### src/rtl/instruction_fetch_unit.sv
// instruction_fetch_unit: PC owner and IF/ID register for the MIPS front end.
//   Parameter RESET_PC    : word-aligned PC value loaded on reset.
//   clk, rst_n            : clock, synchronous active-low reset.
//   stall, flush          : hold PC and IF/ID, or squash IF/ID.
//   branch_taken/_target  : redirect to branch target.
//   jump/jump_target      : redirect to jump target (beats branch).
//   halt_req              : stop fetching until reset.
//   imem_ir               : combinational instruction memory data for pc_address.
//   pc_address            : registered PC driving instruction memory.
//   ifid_ir/_pc_plus4/_valid : IF/ID pipeline register.
//   halted, fetch_count   : HALT state flag, saturating count of loaded instructions.
//   misalign_err          : sticky misaligned-redirect flag, only with FETCH_ALIGN_CHECK_EN.
module instruction_fetch_unit #(
    parameter logic [31:0] RESET_PC = 32'h0000_0000
) (
    input  logic        clk,
    input  logic        rst_n,
    input  logic        stall,
    input  logic        flush,
    input  logic        branch_taken,
    input  logic [31:0] branch_target,
    input  logic        jump,
    input  logic [31:0] jump_target,
    input  logic        halt_req,
    input  logic [31:0] imem_ir,
    output logic [31:0] pc_address,
    output logic [31:0] ifid_ir,
    output logic [31:0] ifid_pc_plus4,
    output logic        ifid_valid,
    output logic        halted,
    output logic [31:0] fetch_count
`ifdef FETCH_ALIGN_CHECK_EN
    ,
    output logic        misalign_err
`endif
);
    typedef enum logic [1:0] {BOOT, RUN, HALT} state_t;
    state_t state, state_nx;
    logic [31:0] pc_nx, ir_nx, pc4_nx, count_nx;
    logic        valid_nx, squash;
    logic [31:0] pc_plus4, target;
    logic        redirect;
    assign pc_plus4 = pc_address + 32'd4;
    assign redirect = jump | branch_taken;
    assign target   = jump ? jump_target : branch_target;
    assign halted   = (state == HALT);
`ifdef FETCH_ALIGN_CHECK_EN
    logic misalign_nx;
`endif
    always_comb begin
        state_nx = state;
        pc_nx    = pc_address;
        count_nx = fetch_count;
        squash   = 1'b0;
        ir_nx    = ifid_ir;
        pc4_nx   = ifid_pc_plus4;
        valid_nx = ifid_valid;
`ifdef FETCH_ALIGN_CHECK_EN
        misalign_nx = misalign_err;
`endif
        case (state)
            BOOT: state_nx = halt_req ? HALT : RUN;
            RUN: begin
                if (halt_req) begin
                    state_nx = HALT;
                    squash   = 1'b1;
                end else if (redirect) begin
                    squash = 1'b1;
`ifdef FETCH_ALIGN_CHECK_EN
                    if (|target[1:0]) begin
                        state_nx    = HALT;
                        misalign_nx = 1'b1;
                    end else begin
                        pc_nx = {target[31:2], 2'b00};
                    end
`else
                    pc_nx = {target[31:2], 2'b00};
`endif
                end else if (stall) begin
                    pc_nx = pc_address;
                end else if (flush) begin
                    squash = 1'b1;
                    pc_nx  = pc_plus4;
                end else begin
                    pc_nx    = pc_plus4;
                    ir_nx    = imem_ir;
                    pc4_nx   = pc_plus4;
                    valid_nx = 1'b1;
                    count_nx = &fetch_count ? fetch_count : fetch_count + 32'd1;
                end
            end
            default: state_nx = HALT;
        endcase
        if (squash) begin
            ir_nx    = 32'd0;
            pc4_nx   = 32'd0;
            valid_nx = 1'b0;
        end
    end
    always_ff @(posedge clk) begin
        if (!rst_n) begin
            state         <= BOOT;
            pc_address    <= RESET_PC;
            ifid_ir       <= 32'd0;
            ifid_pc_plus4 <= 32'd0;
            ifid_valid    <= 1'b0;
            fetch_count   <= 32'd0;
`ifdef FETCH_ALIGN_CHECK_EN
            misalign_err  <= 1'b0;
`endif
        end else begin
            state         <= state_nx;
            pc_address    <= pc_nx;
            ifid_ir       <= ir_nx;
            ifid_pc_plus4 <= pc4_nx;
            ifid_valid    <= valid_nx;
            fetch_count   <= count_nx;
`ifdef FETCH_ALIGN_CHECK_EN
            misalign_err  <= misalign_nx;
`endif
        end
    end
endmodule

### config.mk
export PLATFORM = sky130hd
export DESIGN_NAME = instruction_fetch_unit
export DESIGN_NICKNAME = d
export VERILOG_FILES = /design/src/rtl/instruction_fetch_unit.sv
export SDC_FILE = /design/constraint.sdc
export NUM_CORES = 1
export LEC_CHECK = 0
export CORE_MARGIN = 10
export CORE_UTILIZATION = 40
export DETAILED_ROUTE_END_ITERATION = 7
export HOLD_SLACK_MARGIN = 0.05
export PLACE_DENSITY = 0.74
export SLEW_MARGIN = 0
export SYNTH_ARGS = -nofsm -noshare
export SYNTH_HDL_FRONTEND = slang
export SYNTH_SLANG_ARGS = --single-unit
### constraint.sdc
create_clock -name clk -period 2.9 [get_ports clk]
set_clock_uncertainty 0.05 [all_clocks]
set_input_delay 0.435 -clock clk [delete_from_list [all_inputs] [get_ports clk]]
set_output_delay 0.435 -clock clk [all_outputs]
set_load 0.01 [all_outputs]
-- Yosys cells after proc, flatten, opt, wreduce, memory -nomap -nowiden
Cells that the tools add are included.
- $add $sub $neg: 2
- equality and inequality tests: 4
- multiplexer cells: 11
- bitwise gates (word level): 7
- reductions and logical operators: 6
- operators with widths (kind ; count):
    32-bit 2-to-1 mux ; 3
    32-bit by 1-bit adder with 32-bit output (second input constant) ; 1
    32-bit by 3-bit adder with 32-bit output (second input constant) ; 1
    32-bit AND reduction ; 1
    1-bit inverter ; 6
    6-bit AND reduction ; 1
    1-bit 2-to-1 mux ; 5
    5-bit AND reduction ; 1
    2-bit 2-to-1 mux ; 2
    2-bit case mux with 2 select lines ; 1
    3-bit AND reduction ; 1
    2-bit by 1-bit equality test with 1-bit output (second input constant) ; 1
    2-bit equality test (second input constant) ; 1
    2-bit logical NOT ; 1
    2-bit by 1-bit != test with 1-bit output (second input constant) ; 1
    2-bit != test (second input constant) ; 1
    2-bit OR reduction ; 1
    1-bit bitwise OR ; 1
- register bits after elaboration: 131
- bits of input ports: 103
- output and inout bits: 130
- logic and storage cells: 36

-- Depth between registers and ports, before layout
Gate-level depths: netlist (run 1).
- word-level depth: 6
- mapped depth: 8
- mapped depth without buffers: 6

-- Worst setup path before layout (run 1)
OpenSTA, ideal clock, no wires.
- path type: register to register
- start: register pc_address[6]
- end: register pc_address[31]
- library setup time: 0.120 ns
- data arrival time: 2.052 ns
- data required time: 2.730 ns
- path slack: 0.678 ns
- stages on the path, launching flop included: 9
- path buffers: 3
- clock period less this slack: 2.222 ns
- path through: dfxtp_1 buf_2 and4_1 buf_4 nand3_1 or4_1 clkbuf_2 and3_1 o31a_1
- longest elaborated chain between the ends: 3
- RTL lines (item ; RTL line ; text):
    start: declaration ; 26 ; output logic [31:0] pc_address,
    start signal: assignment ; 113 ; pc_address <= pc_nx;
    32-bit by 3-bit adder with 32-bit output ; 43 ; assign pc_plus4 = pc_address + 32'd4;
    32-bit 2-to-1 mux ; 79 ; end else if (stall) begin
    32-bit 2-to-1 mux ; 67 ; end else if (redirect) begin
Every way passes these cells. The select of a mux whose other input is x is not followed.
A chain may end at the register's enable or synchronous reset.

-- Final worst setup path (run 1)
- start: register pc_address[4]
- end: register pc_address[31]
Same word-level chain as after synthesis.

==> results.json, run 1 <==
{
  "path_cells": "and4_1 -> nand3_1 -> or4_1 -> and3_1 -> o31a_1",
  "reg2reg_from": "pc_address[4]",
  "synthTopCellsByArea": "dfxtp_1, nand2_1, a21oi_1",
  "setup_viol": 0,
  "critPathMaxStageDelay_ns": 0.72,
  "hpwl_um": 17900,
  "yosys_warnings": 0,
  "fin_crit_sh_pct": 83.4,
  "final_nets": 1133,
  "clk_path_buf_depth": 2,
  "synth_top_area_share_pct": 38.7,
  "viasPerCell": 5.56,
  "min_period_ns": 2.42,
  "path_clk_slew_ns": 0.06,
  "globalRouteOverflowTotal": 0,
  "clk_latency_ns": 0.42,
  "r2r_end": "pc_address[31]",
  "dieArea_um2": 21900,
  "synth_top_cell_by_area": "dfxtp_1",
  "grt_pass1_wl_um": 37700,
  "hold_path.class": "reg -> reg",
  "drt-total-wl_um": 24200,
  "crit_arrival_ns": 2.67,
  "syn-cell-area_um2": 6560,
  "ys_ff_latch": 127,
  "grt_pass1_vias": 6705,
  "crit_type": "reg -> reg",
  "drive_gt1_share_pct": 8.55,
  "r2r_cells": 5,
  "min_to": "ifid_ir[3]",
  "netlist_instances": 821,
  "postSynth.asyncResetShare_pct": 0,
  "hold_buffers": 0,
  "dpl_cell_area_um2": 9040,
  "gp_congestion": 0.943,
  "rsz0062_at_grt": "no",
  "cts_resized": 0,
  "synth-seq-area-share_pct": 38.7,
  "worst_pin_slew_ns": 0.656,
  "die_y_um": 148,
  "postLayoutCellArea_um2": 9680,
  "tns_ns": 0,
  "numCtsBuffers": 17,
  "post-synth-top-count-cell": "nand2_1",
  "ys_types": 70,
  "endpoint_kind": "flip-flop",
  "leakagePower_nw": 3.20,
  "cts-htree-levels": 4,
  "status": "complete, no violations",
  "grt_max_degree": 91,
  "num_vias": 6991,
  "synth_commonest_cells": "nand2_1, dfxtp_1, a21oi_1",
  "synth.avg_cell_area_um2": 7.99,
  "place.port_buffers": 224,
  "slew_headroom_pct": 55.9,
  "setup_slack_ns": 0.482,
  "required_ns": 3.16,
  "maxCapViolCount": 0,
  "layout.filler_cells": 1467,
  "dr.pass1.iters": 5,
  "cts_tree": "done",
  "core-area_um2": 16000,
  "detail_route.wl_per_cell_um": 19.3,
  "startpoint": "pc_address[4]",
  "initial_utilization_pct": 41.0,
  "synth-edff-count": 0,
  "die_x_um": 148,
  "holdPathStages": 2,
  "drc_errors": 0,
  "reg2reg_setup_slack_ns": 0.48,
  "cellPowerDensity_nw_per_um2": 462,
  "io_pins": 233,
  "vdd_drop_max_v": 0.000405,
  "finalHoldViolCount": 0,
  "antenna_left": 0,
  "holdCritStartpoint": "ifid_ir[3]",
  "antenna_found_initial": 0,
  "ys.flop_type": "dfxtp_1",
  "drt_iter0_drc": 593,
  "dp_slack_ns": 0.327,
  "diodes": 0,
  "clockRootBuffer": "clkbuf_16",
  "cts.sinks": 127,
  "drv_slew": 0,
  "row_count": 46,
  "critPathSlowestCell": "or4_1",
  "start_kind": "flip-flop",
  "syn2layout_area_growth_pct": 47.5,
  "post-cts-setup-buffers": 0,
  "fmax_mhz": 413,
  "gr-usage-all-layers_pct": 21.3,
  "power_w": 0.00447,
  "crit_fanout": 8
}
==> how the worst max path moves through the flow <==
stage                             end  slack (ns)  cells past startpoint
global placement       pc_address[21]        0.36                      6
detailed placement     fetch_count[9]        0.33                      7
finish                 pc_address[31]        0.48                      5
CTS                    pc_address[31]        0.50                      5
floorplan              pc_address[31]        0.68                      8
global route        ifid_pc_plus4[25]        0.34                      6
==> routing by layer <==
layer / share of wire, % / global-route usage [%] / up-vias
met2: 48 / 34.9 / 300
met5: 0 / 0 / -
met3: 8.0 / 5.89 / 25
li1: - / - / 3426
met4: 1.5 / 6.99 / 0
met1: 43 / 26.4 / 3240
==> final cells by class <==
type	count	area, µm²	share of cell area [%]
Multi-Input combinational cell	613	3660	37.8
Sequential cell	127	2540	26.3
Timing Repair Buffer	259	2520	26.1
Clock buffer	19	453	4.68
Tap cell	216	270	2.79
Clock inverter	13	188	1.94
Inverter	10	37.5	0.388
==> layout by cell type, fill, tap and decap left out, types with 15 or more instances in the layout <==
cell type        Yosys  layout
clkdlybuf4s50_1      0     223
nand2_1            129     129
dfxtp_1            127     127
a21oi_1             74      74
nor2_1              56      55
buf_4                8      33
nand3_1             31      31
a211oi_1            30      29
nand4_1             25      25
xnor2_1             22      22
o21ai_0             22      22
or4_1               19      19
clkbuf_16            0      17
o31ai_1             15      15
==> registers in the layout (all words and copies together) (netlist names) <==
signal / count
fetch_count: 32
ifid_ir: 32
ifid_pc_plus4: 30
pc_address: 30
state: 2
ifid_valid: 1
==> critical path, delay by kind of cell, from the launching register on <==
family / cells / cell delay [ns]
and+or+nand+nor: 4 / 1.50
AOI/OAI and AO/OA: 1 / 0.29
DFF: 1 / 0.47
==> cell families after synthesis <==
group                      share of synthesized area, %
buffers and inverters                              5.95
adders and majority gates                         0.381
AOI/OAI and AO/OA                                  21.8
other                                            0.0571
muxes                                              1.54
DFF                                                38.7
xor gates and xnor gates                           4.40
and+or+nand+nor                                    27.2
==> report_power, final <==
group / internal [W] / switching, W / total [W]
Sequential: 0.00176 / 0.0000230 / 0.00178
Clock: 0.00149 / 0.000829 / 0.00231
Combinational: 0.000204 / 0.000174 / 0.000378
==> per-stage QoR <==
stage	instances	util [%]	hold slack [ns]
3_5_place_dp	1225	56.5	0.396
6_report	1257	60.5	0.403
5_1_grt	1257	60.5	0.419
2_1_floorplan	824	-	0.418
3_3_place_gp	1225	56.5	0.391
4_1_cts	1257	60.5	0.398
No activity file was read; power rests on OpenSTA's default activity.
==> inputs of run 2 (changes only) <==
==> constraint.sdc (replaced) <==
create_clock -name clk -period 2.3 [get_ports clk]
set_clock_uncertainty 0.05 [all_clocks]
set_input_delay 0.345 -clock clk [delete_from_list [all_inputs] [get_ports clk]]
set_output_delay 0.345 -clock clk [all_outputs]
set_load 0.01 [all_outputs]
==> run 2 against run 1 <==
  * Setup slack got worse by 0.38 ns
  * Worst hold slack got worse by 0.16 ns
  * Clock power rose by 22%
  * Combinational power rose by 39%
  * Cell area rose by 5.9%
  * Total power rose by 25%
  * Non-clock buffer count rose by 73
  * Count of clock-buffer cells in the layout did not move
  * Via count rose by 5.6%
  * Critical path depth rose by 2
  * Critical path type unchanged
==> results.json, run 2 (synthesis gave the netlist of run 1 again) <==
{
  "status": "complete, no violations",
  "finalHoldViolCount": 0,
  "mostFrequentLayoutCell": "clkdlybuf4s50_1",
  "layout_common_cells": "clkdlybuf4s50_1, nand2_1, dfxtp_1, buf_4, a21oi_1",
  "grt_max_degree": 64,
  "syn2layout_area_growth_pct": 56.1,
  "layout.filler_cells": 1390,
  "critPathMaxStageDelay_ns": 0.55,
  "die_y_um": 148,
  "hold_path.class": "in -> reg",
  "num_vias": 7383,
  "hpwl_um": 19000,
  "worst_pin_slew_ns": 0.546,
  "dieArea_um2": 21900,
  "drt-total-wl_um": 25300,
  "gr-usage-all-layers_pct": 22.1,
  "clk_path_buf_depth": 2,
  "io_pins": 233,
  "maxCapViolCount": 0,
  "drt_iter0_drc": 702,
  "place.port_buffers": 224,
  "grt_pass1_vias": 7011,
  "detail_route.wl_per_cell_um": 19.0,
  "final_nets": 1206,
  "leakagePower_nw": 3.56,
  "gp_congestion": 0.921,
  "crit_arrival_ns": 2.45,
  "postLayoutCellArea_um2": 10200,
  "cellPowerDensity_nw_per_um2": 545,
  "row_count": 46,
  "power_switching_w": 0.00132,
  "antenna_found_initial": 0,
  "setup_viol": 0,
  "crit_type": "reg -> reg",
  "initial_utilization_pct": 41.0,
  "dpl_cell_area_um2": 9590,
  "p_sw_share_pct": 23.6,
  "endpoint_kind": "flip-flop",
  "cts-htree-levels": 4,
  "die_x_um": 148,
  "path_clk_slew_ns": 0.06,
  "viasPerCell": 5.55,
  "power_frac_seq_pct": 40.1,
  "cts_tree": "done",
  "start_kind": "flip-flop",
  "numCtsBuffers": 17,
  "pwr-share-clk_pct": 50.5,
  "critPathSlowestCell": "or4_1",
  "clockRootBuffer": "clkbuf_16",
  "layoutNonFillerInstCount": 1330,
  "grt_pass1_wl_um": 39000,
  "rsz0062_at_grt": "no",
  "post-place-cells": 1297,
  "diodes": 0,
  "path_cells": "ha_1 -> and3_1 -> nand3_1 -> buf_4 -> or4_1 -> nand4_1 -> o211ai_1",
  "drive_gt1_share_pct": 15.1,
  "p_int_w": 0.00427,
  "dr.pass1.iters": 5,
  "vdd_drop_max_v": 0.000497,
  "antenna_left": 0,
  "crit_fanout": 5,
  "fin_crit_sh_pct": 95.7,
  "combPwrFrac_pct": 9.4,
  "slew_headroom_pct": 63.6,
  "core-area_um2": 16000,
  "drc_errors": 0,
  "fmax_mhz": 454,
  "min_period_ns": 2.20,
  "cts.sinks": 127,
  "clk_latency_ns": 0.42,
  "required_ns": 2.55,
  "reg_top3": "fetch_count: 32 flops, ifid_ir: 32 flops",
  "globalRouteOverflowTotal": 0,
  "drv_slew": 0
}
==> run 2: worst paths after layout <==
check                 from              to  cells past startpoint  slack (ns)
min reg2reg    ifid_ir[14]     ifid_ir[14]                      2        0.40
max          pc_address[2]  pc_address[28]                      7         0.1
max reg2reg  pc_address[2]  pc_address[28]                      7         0.1
min                  rst_n  fetch_count[9]                      3        0.24
==> run 2: repair_timing <==
action	4_1_cts	5_1_grt
hold buffers	0	0
buffers inserted	1	0
setup endpoints to repair	5	31
pin swaps	1	0
gates resized for setup	2	6
==> run 2: area by class of cell <==
cell class,instances,area [µm²],area share (%)
Clock buffer,19,453,4.42
Sequential cell,127,2540,24.8
Multi-Input combinational cell,613,3690,36.1
Tap cell,216,270,2.64
Clock inverter,13,163,1.59
Inverter,10,37.5,0.366
Timing Repair Buffer,332,3090,30.1
==> run 2: power groups by stage <==
stage	logic (W)	registers, W	clock network, W
final	0.000526	0.00224	0.00282
after global routing	0.000562	0.00224	0.00294
after CTS	0.000524	0.00224	0.00284
after detailed placement	0.000520	0.00229	0
after global placement	0.000516	0.00228	0
after floorplan	0.000189	0.00229	0
==> run 2: worst max-delay path: cells and delay by family, from the launching register on <==
kind,cells,cell delay (ns)
and+or+nand+nor,4,1.09
adders and majority gates,1,0.25
DFF,1,0.38
AOI/OAI and AO/OA,1,0.09
buffers and inverters,1,0.22
==> run 2: per-layer routing <==
metal / up-vias / GRT usage (%) / share of wire, %
met2: 363 / 36.3 / 47
met4: 0 / 6.84 / 1.8
met5: - / 0 / 0
met3: 41 / 6.40 / 9.1
met1: 3420 / 27.3 / 42
li1: 3559 / - / -
==> run 2: per-stage QoR <==
step	TNS (ns)	total power (W)	hold WS (ns)	util, %	setup slack (ns)
finish	0	0.00559	0.244	64.1	0.0985
floorplan	0	0.00248	0.372	-	0.0781
global route	0	0.00574	0.269	64.1	0.00590
detailed placement	-1.84	0.00281	0.396	59.9	-0.151
CTS	0	0.00561	0.243	63.9	0.0495
global placement	-0.371	0.00280	0.391	59.9	-0.0788
